### src/rtl/clock_set_ctrl.sv
// Button-driven hour/minute set controller for the digital clock.
// Walks the user through an hours then minutes edit of either the current
// time or the alarm time, then presents the BCD digits and pulses the
// matching active-low load strobe for one cycle. Keeps a shadow of the
// alarm time because the clock cannot be read back.
module clock_set_ctrl #(
    parameter int unsigned TIMEOUT = 30
) (
    input  logic       clk_i,
    input  logic       reset_i,
    input  logic       mode_btn_i,
    input  logic       inc_btn_i,
    input  logic       dec_btn_i,
    input  logic       sel_alarm_i,
    input  logic [1:0] cur_h_i1,
    input  logic [3:0] cur_h_i2,
    input  logic [3:0] cur_m_i1,
    input  logic [3:0] cur_m_i2,
    output logic [1:0] h_o1,
    output logic [3:0] h_o2,
    output logic [3:0] m_o1,
    output logic [3:0] m_o2,
    output logic       load_time_n_o,
    output logic       load_alarm_n_o,
    output logic       editing_o,
    output logic [1:0] field_o
);

    localparam int unsigned TimerW = (TIMEOUT > 1) ? $clog2(TIMEOUT) : 1;
    localparam logic [TimerW-1:0] TimerLast = TimerW'(TIMEOUT - 1);

    localparam logic [1:0] FieldNone = 2'b00;
    localparam logic [1:0] FieldHour = 2'b01;
    localparam logic [1:0] FieldMin  = 2'b10;

    typedef enum logic [1:0] {StIdle, StEditH, StEditM, StCommit} state_e;

    state_e            state_q;
    logic              target_q;  // 1 = alarm, 0 = time
    logic              mode_q, inc_q, dec_q;
    logic [1:0]        h1_q;
    logic [3:0]        h2_q, m1_q, m2_q;
    logic [1:0]        sh_h1_q;
    logic [3:0]        sh_h2_q, sh_m1_q, sh_m2_q;
    logic [TimerW-1:0] timer_q;
    logic              load_time_n_q, load_alarm_n_q, editing_q;
    logic [1:0]        field_q;

    logic       mode_press, inc_press, dec_press, any_press, do_inc, do_dec;
    logic [1:0] pre_h1;
    logic [3:0] pre_h2, pre_m1, pre_m2;
    logic       pre_valid;
    logic [1:0] h_inc1, h_dec1;
    logic [3:0] h_inc2, h_dec2, m_inc1, m_inc2, m_dec1, m_dec2;

    // Edge detection, preload selection/sanitising and BCD step results.
    always_comb begin
        mode_press = mode_btn_i & ~mode_q;
        inc_press  = inc_btn_i & ~inc_q;
        dec_press  = dec_btn_i & ~dec_q;
        any_press  = mode_press | inc_press | dec_press;
        // Simultaneous inc and dec cancel each other.
        do_inc     = inc_press & ~dec_press;
        do_dec     = dec_press & ~inc_press;

        if (sel_alarm_i) begin
            pre_h1 = sh_h1_q;
            pre_h2 = sh_h2_q;
            pre_m1 = sh_m1_q;
            pre_m2 = sh_m2_q;
        end else begin
            pre_h1 = cur_h_i1;
            pre_h2 = cur_h_i2;
            pre_m1 = cur_m_i1;
            pre_m2 = cur_m_i2;
        end
        pre_valid = (pre_h2 <= 4'd9) && (pre_m1 <= 4'd5) && (pre_m2 <= 4'd9) &&
                    ((pre_h1 < 2'd2) || ((pre_h1 == 2'd2) && (pre_h2 <= 4'd3)));

        if (h1_q == 2'd2 && h2_q == 4'd3) begin
            h_inc1 = 2'd0;
            h_inc2 = 4'd0;
        end else if (h2_q >= 4'd9) begin
            h_inc1 = h1_q + 2'd1;
            h_inc2 = 4'd0;
        end else begin
            h_inc1 = h1_q;
            h_inc2 = h2_q + 4'd1;
        end

        if (h1_q == 2'd0 && h2_q == 4'd0) begin
            h_dec1 = 2'd2;
            h_dec2 = 4'd3;
        end else if (h2_q == 4'd0) begin
            h_dec1 = h1_q - 2'd1;
            h_dec2 = 4'd9;
        end else begin
            h_dec1 = h1_q;
            h_dec2 = h2_q - 4'd1;
        end

        if (m1_q == 4'd5 && m2_q == 4'd9) begin
            m_inc1 = 4'd0;
            m_inc2 = 4'd0;
        end else if (m2_q >= 4'd9) begin
            m_inc1 = m1_q + 4'd1;
            m_inc2 = 4'd0;
        end else begin
            m_inc1 = m1_q;
            m_inc2 = m2_q + 4'd1;
        end

        if (m1_q == 4'd0 && m2_q == 4'd0) begin
            m_dec1 = 4'd5;
            m_dec2 = 4'd9;
        end else if (m2_q == 4'd0) begin
            m_dec1 = m1_q - 4'd1;
            m_dec2 = 4'd9;
        end else begin
            m_dec1 = m1_q;
            m_dec2 = m2_q - 4'd1;
        end
    end

    // Edit FSM with registered digits, strobes and status outputs.
    always_ff @(posedge clk_i) begin
        if (reset_i) begin
            state_q        <= StIdle;
            target_q       <= 1'b0;
            mode_q         <= 1'b0;
            inc_q          <= 1'b0;
            dec_q          <= 1'b0;
            h1_q           <= 2'd0;
            h2_q           <= 4'd0;
            m1_q           <= 4'd0;
            m2_q           <= 4'd0;
            sh_h1_q        <= 2'd0;
            sh_h2_q        <= 4'd0;
            sh_m1_q        <= 4'd0;
            sh_m2_q        <= 4'd0;
            timer_q        <= '0;
            load_time_n_q  <= 1'b1;
            load_alarm_n_q <= 1'b1;
            editing_q      <= 1'b0;
            field_q        <= FieldNone;
        end else begin
            mode_q         <= mode_btn_i;
            inc_q          <= inc_btn_i;
            dec_q          <= dec_btn_i;
            load_time_n_q  <= 1'b1;
            load_alarm_n_q <= 1'b1;

            unique case (state_q)
                StIdle: begin
                    if (mode_press) begin
                        state_q   <= StEditH;
                        target_q  <= sel_alarm_i;
                        timer_q   <= '0;
                        editing_q <= 1'b1;
                        field_q   <= FieldHour;
                        h1_q      <= pre_valid ? pre_h1 : 2'd0;
                        h2_q      <= pre_valid ? pre_h2 : 4'd0;
                        m1_q      <= pre_valid ? pre_m1 : 4'd0;
                        m2_q      <= pre_valid ? pre_m2 : 4'd0;
                    end
                end

                StEditH, StEditM: begin
                    if (any_press) begin
                        timer_q <= '0;
                    end else if (timer_q == TimerLast) begin
                        // Abandon the edit: no strobe, shadow untouched.
                        state_q   <= StIdle;
                        timer_q   <= '0;
                        editing_q <= 1'b0;
                        field_q   <= FieldNone;
                    end else begin
                        timer_q <= timer_q + 1'b1;
                    end

                    if (mode_press) begin
                        if (state_q == StEditH) begin
                            state_q <= StEditM;
                            field_q <= FieldMin;
                        end else begin
                            state_q   <= StCommit;
                            editing_q <= 1'b0;
                            field_q   <= FieldNone;
                            if (target_q) begin
                                load_alarm_n_q <= 1'b0;
                                sh_h1_q        <= h1_q;
                                sh_h2_q        <= h2_q;
                                sh_m1_q        <= m1_q;
                                sh_m2_q        <= m2_q;
                            end else begin
                                load_time_n_q <= 1'b0;
                            end
                        end
                    end else if (do_inc) begin
                        if (state_q == StEditH) begin
                            h1_q <= h_inc1;
                            h2_q <= h_inc2;
                        end else begin
                            m1_q <= m_inc1;
                            m2_q <= m_inc2;
                        end
                    end else if (do_dec) begin
                        if (state_q == StEditH) begin
                            h1_q <= h_dec1;
                            h2_q <= h_dec2;
                        end else begin
                            m1_q <= m_dec1;
                            m2_q <= m_dec2;
                        end
                    end
                end

                StCommit: begin
                    state_q <= StIdle;
                end

                default: begin
                    state_q <= StIdle;
                end
            endcase
        end
    end

    assign h_o1           = h1_q;
    assign h_o2           = h2_q;
    assign m_o1           = m1_q;
    assign m_o2           = m2_q;
    assign load_time_n_o  = load_time_n_q;
    assign load_alarm_n_o = load_alarm_n_q;
    assign editing_o      = editing_q;
    assign field_o        = field_q;

endmodule

### config.mk
export PLATFORM = sky130hd
export DESIGN_NAME = clock_set_ctrl
export DESIGN_NICKNAME = d
export VERILOG_FILES = /design/src/rtl/clock_set_ctrl.sv
export SDC_FILE = /design/constraint.sdc
export NUM_CORES = 1
export LEC_CHECK = 0
export ABC_AREA = 1
export ABC_CLOCK_PERIOD_IN_PS = 2100
export BUFFER_PORTS_ARGS = -buffer_cell sky130_fd_sc_hd__buf_2
export CAP_MARGIN = 20
export CORE_MARGIN = 5
export CORE_UTILIZATION = 58
export CTS_CLUSTER_SIZE = 40
export DETAILED_ROUTE_END_ITERATION = 10
export GPL_ROUTABILITY_DRIVEN = 0
export PLACE_DENSITY = 0.89
export SETUP_SLACK_MARGIN = 0.2
export SLEW_MARGIN = 10
export SYNTH_ARGS = -nofsm -noshare
export SYNTH_HDL_FRONTEND = slang
export SYNTH_SLANG_ARGS = --single-unit
### constraint.sdc
create_clock -name clk_i -period 2.1 [get_ports clk_i]
set_clock_uncertainty 0.05 [all_clocks]
set_input_delay 0.42 -clock clk_i [delete_from_list [all_inputs] [get_ports clk_i]]
set_output_delay 0.42 -clock clk_i [all_outputs]
set_load 0.01 [all_outputs]
==> impl_metrics.py <==
metrics = {
    "placed_design": {
        "io_buffers": 38,
        "place_hpwl_mm": 5.764,
        "placed_area_sq_mm": 0.003169,
    },
    "floorplanning": {
        "rows": 25,
        "die_height_um": 81.16,
        "core_sq_mm": 0.004817,
        "fp.dieArea_sq_mm": 0.006586,
        "initial_core_util": 0.6096,
        "die_width_um": 81.16,
        "ios": 39,
    },
    "grt": {
        "grtUsageTotal": 0.2535,
        "grt_pass1_vias": 2862,
        "overflow": 0,
        "grt_pass1_wl_mm": 13.11,
        "grt_max_degree": 25,
        "antenna_found_initial": 0,
    },
    "timing": {
        "fin_hold_ws_ns": 0.2735,
        "final.setup.tns_ns": 0,
        "finalCritPeriodShare": 0.8803,
        "relSlewSlack": 0.7363,
        "period_needed_ns": 1.849,
        "drv_slew": 0,
        "grt_setup_unrepaired": "yes",
        "max_freq_mhz": 540.9,
        "setup_viol": 0,
        "finalHoldViolations": 0,
        "worstMarginPinSlew_ns": 0.3955,
    },
    "clock_tree": {
        "numClockSinks": 44,
        "cts_buffers": 5,
        "tritoncts": "yes",
        "clkTransAtPathRegs_ns": 0.09,
        "cts_root_buf": "clkbuf_8",
        "worstSkewPairLatency_ns": 0.31,
        "ctsHoldBuffers": 0,
        "htreeDepth": 2,
        "clock_path_buffers": 2,
    },
    "power": {
        "ir_drop_mv": 0.7950,
        "p_total_mw": 4.224,
        "power.density_mw_per_mm2": 1255,
        "leakagePower_nw": 1.593,
    },
    "min_path": {
        "whs_path_depth": 3,
        "hold-path-endpoint": "dec_q",
        "hold_class": "input port to flip-flop",
        "min_from": "dec_btn_i",
    },
    "routing": {
        "vias": 3209,
        "routed_wl_mm": 8.199,
        "post_drt_via_cell_ratio": 5.803,
        "ant_nets": 0,
        "drt_iter0_drc": 504,
        "drt_pass1_iterations": 7,
        "drc": 0,
        "wl_per_cell_um": 14.83,
    },
    "logic_synthesis": {
        "synth_edf_count": 0,
        "synth_seq_cells": 44,
        "synth_ff_type": "dfxtp_1",
        "syn_inst": 445,
        "synth_area_sq_mm": 0.002937,
        "yosys_warnings": 0,
        "async_flop_share": 0,
        "syn_nets": 484,
        "postSynthAreaPerCell_sq_um": 6.599,
        "yosysUniqueCellTypes": 30,
        "yosysSeqAreaShare": 0.3000,
    },
    "setup_path": {
        "crit_type": "flip-flop to flip-flop",
        "r2r_start": "state_q[0]",
        "r2r_end": "m_o1[2]",
        "cp_common_cell": "nand2_1",
        "cp_data_arrival_time_ns": 2.03,
        "worstPathRequired_ns": 2.29,
        "cp_slowest_cell": "dfxtp_2",
        "r2r_setup_slack_ns": 0.25,
        "reg2reg_depth": 10,
        "cp-end-kind": "flip-flop",
        "crit_fanout": 7,
        "cp_slowest_stage_delay_ns": 0.36,
        "cp-start-kind": "flip-flop",
        "path_cells": "inv_1 > ha_4 > buf_4 > nand2_1 > nand4_1 > nor2_1 > nand2_2 > nand2_1 > nand2_1 > a21oi_1",
    },
    "job": {
        "cap_violations": 0,
    },
    "finish": {
        "antennaDiodeCount": 0,
        "drive_gt1_frac": 0.1893,
        "fin_nets": 524,
        "area_growth_pct": 14.61,
        "fin_area_sq_mm": 0.003366,
    },
    "status": {
        "status": "complete, no violations",
    },
}
[power breakdown]
part           internal, mW  switching, mW
sequential            0.994          0.190
combinational         0.858           1.51
clock                 0.353          0.321
[synthesized netlist by cell type (2+ instances only)]
| library cell | number | area (sq um) |
|---|---|---|
| ha_1 | 19 | 237.7 |
| o21ai_1 | 10 | 50.05 |
| o22ai_1 | 2 | 12.51 |
| nor2_2 | 3 | 18.77 |
| nor2_4 | 2 | 22.52 |
| xnor2_1 | 2 | 17.52 |
| inv_1 | 43 | 161.4 |
| nand3_1 | 22 | 110.1 |
| dfxtp_1 | 44 | 880.8 |
| nand2_1 | 91 | 341.6 |
| nand3b_1 | 3 | 22.52 |
| nor3_1 | 2 | 10.01 |
| clkbuf_1 | 7 | 26.28 |
| or2_1 | 4 | 25.02 |
| buf_4 | 4 | 30.03 |
| nand4_1 | 21 | 131.4 |
| nand2_2 | 3 | 18.77 |
| o21ai_2 | 3 | 26.28 |
| buf_2 | 3 | 15.01 |
| a21oi_1 | 47 | 235.2 |
| nor2_1 | 50 | 187.7 |
| buf_6 | 4 | 45.04 |
| inv_2 | 10 | 37.54 |
| o21ai_0 | 34 | 170.2 |
| xor2_1 | 7 | 61.31 |
[worst max path at each step]
stage	start	end	slack, ns	cells past startpoint
after CTS	state_q[1]	m_o1[1]	0.23	11
final	state_q[0]	m_o1[2]	0.25	10
after detailed placement	state_q[0]	h_o1[0]	0.04	10
after global routing	state_q[0]	m_o1[0]	0.16	10
after global placement	state_q[0]	h_o1[0]	0.12	10
after floorplan	state_q[0]	h_o1[1]	0.37	12
[cell families (layout without fill, tap and decap cells)]
group / Yosys count / count (layout) / share of synthesized area
AO/OA/AOI/OAI: 97 / 97 / 0.1704
XOR/XNOR: 9 / 9 / 0.02684
adder cells (fa/ha/maj): 19 / 19 / 0.08096
buffers and inverters: 71 / 112 / 0.1074
flip-flops: 44 / 44 / 0.3000
AND/OR/NAND/NOR: 205 / 205 / 0.3144
[layout by cell type (no fill, tap or decap), drive strengths merged, types with 5 or more instances in the layout]
cell	count
a21oi	47
buf	50
clkbuf	5
dfxtp	44
ha	19
inv	52
nand2	95
nand3	23
nand4	21
nor2	55
o21ai	47
or2	5
xor2	7
[critical path, delay by kind of cell, from the launching register on]
kind / cells / cell delay, ns
adders and majority gates: 1 / 0.28
DFF: 1 / 0.36
buffers and inverters: 2 / 0.24
AOI/OAI and AO/OA: 1 / 0.11
and+or+nand+nor: 6 / 0.71
[registers in the layout, summed over array words and instances, names as in the netlist]
name and cells:
timer_q 5, h_o2 4, m_o1 4, m_o2 4
sh_h2_q 4, sh_m1_q 4, sh_m2_q 4, field_o 2
h_o1 2, sh_h1_q 2, state_q 2, dec_q 1
editing_o 1, inc_q 1, load_alarm_n_o 1, load_time_n_o 1
mode_q 1, target_q 1
[layer usage]
metal | GRT usage | vias up | routed length, um
li1 | - | 1548 | -
met5 | 0 | - | 0
met4 | 0.09797 | 0 | 230
met1 | 0.3286 | 1420 | 3343
met2 | 0.4130 | 205 | 3770
met3 | 0.05211 | 36 | 854
[per-stage QoR]
step / setup WS (ns) / util / std cells
5_1_grt: 0.1616 / 0.6987 / 553
4_1_cts: 0.2265 / 0.6865 / 551
3_3_place_gp: 0.1196 / 0.6579 / 542
6_report: 0.2513 / 0.6987 / 553
3_5_place_dp: 0.03783 / 0.6579 / 542
2_1_floorplan: 0.3710 / - / 445
[final cells by class]
class,count,area [sq um]
Clock buffer,5,68.82
Clock inverter,3,42.54
Fill cell,419,1451
Inverter,53,206.4
Multi-Input combinational cell,330,1793
Sequential cell,44,885.9
Tap cell,67,83.83
Timing Repair Buffer,50,280.3
Timing Repair inverter,1,5.005
[what timing repair did]
action | in CTS | in global routing
endpoints found under the setup margin | 24 | 26
buffers inserted | 1 | 1
pin swaps | 3 | 2
gates cloned | 0 | 1
resized for setup | 6 | 13
Note: power is estimated with default switching activity, not from simulation.
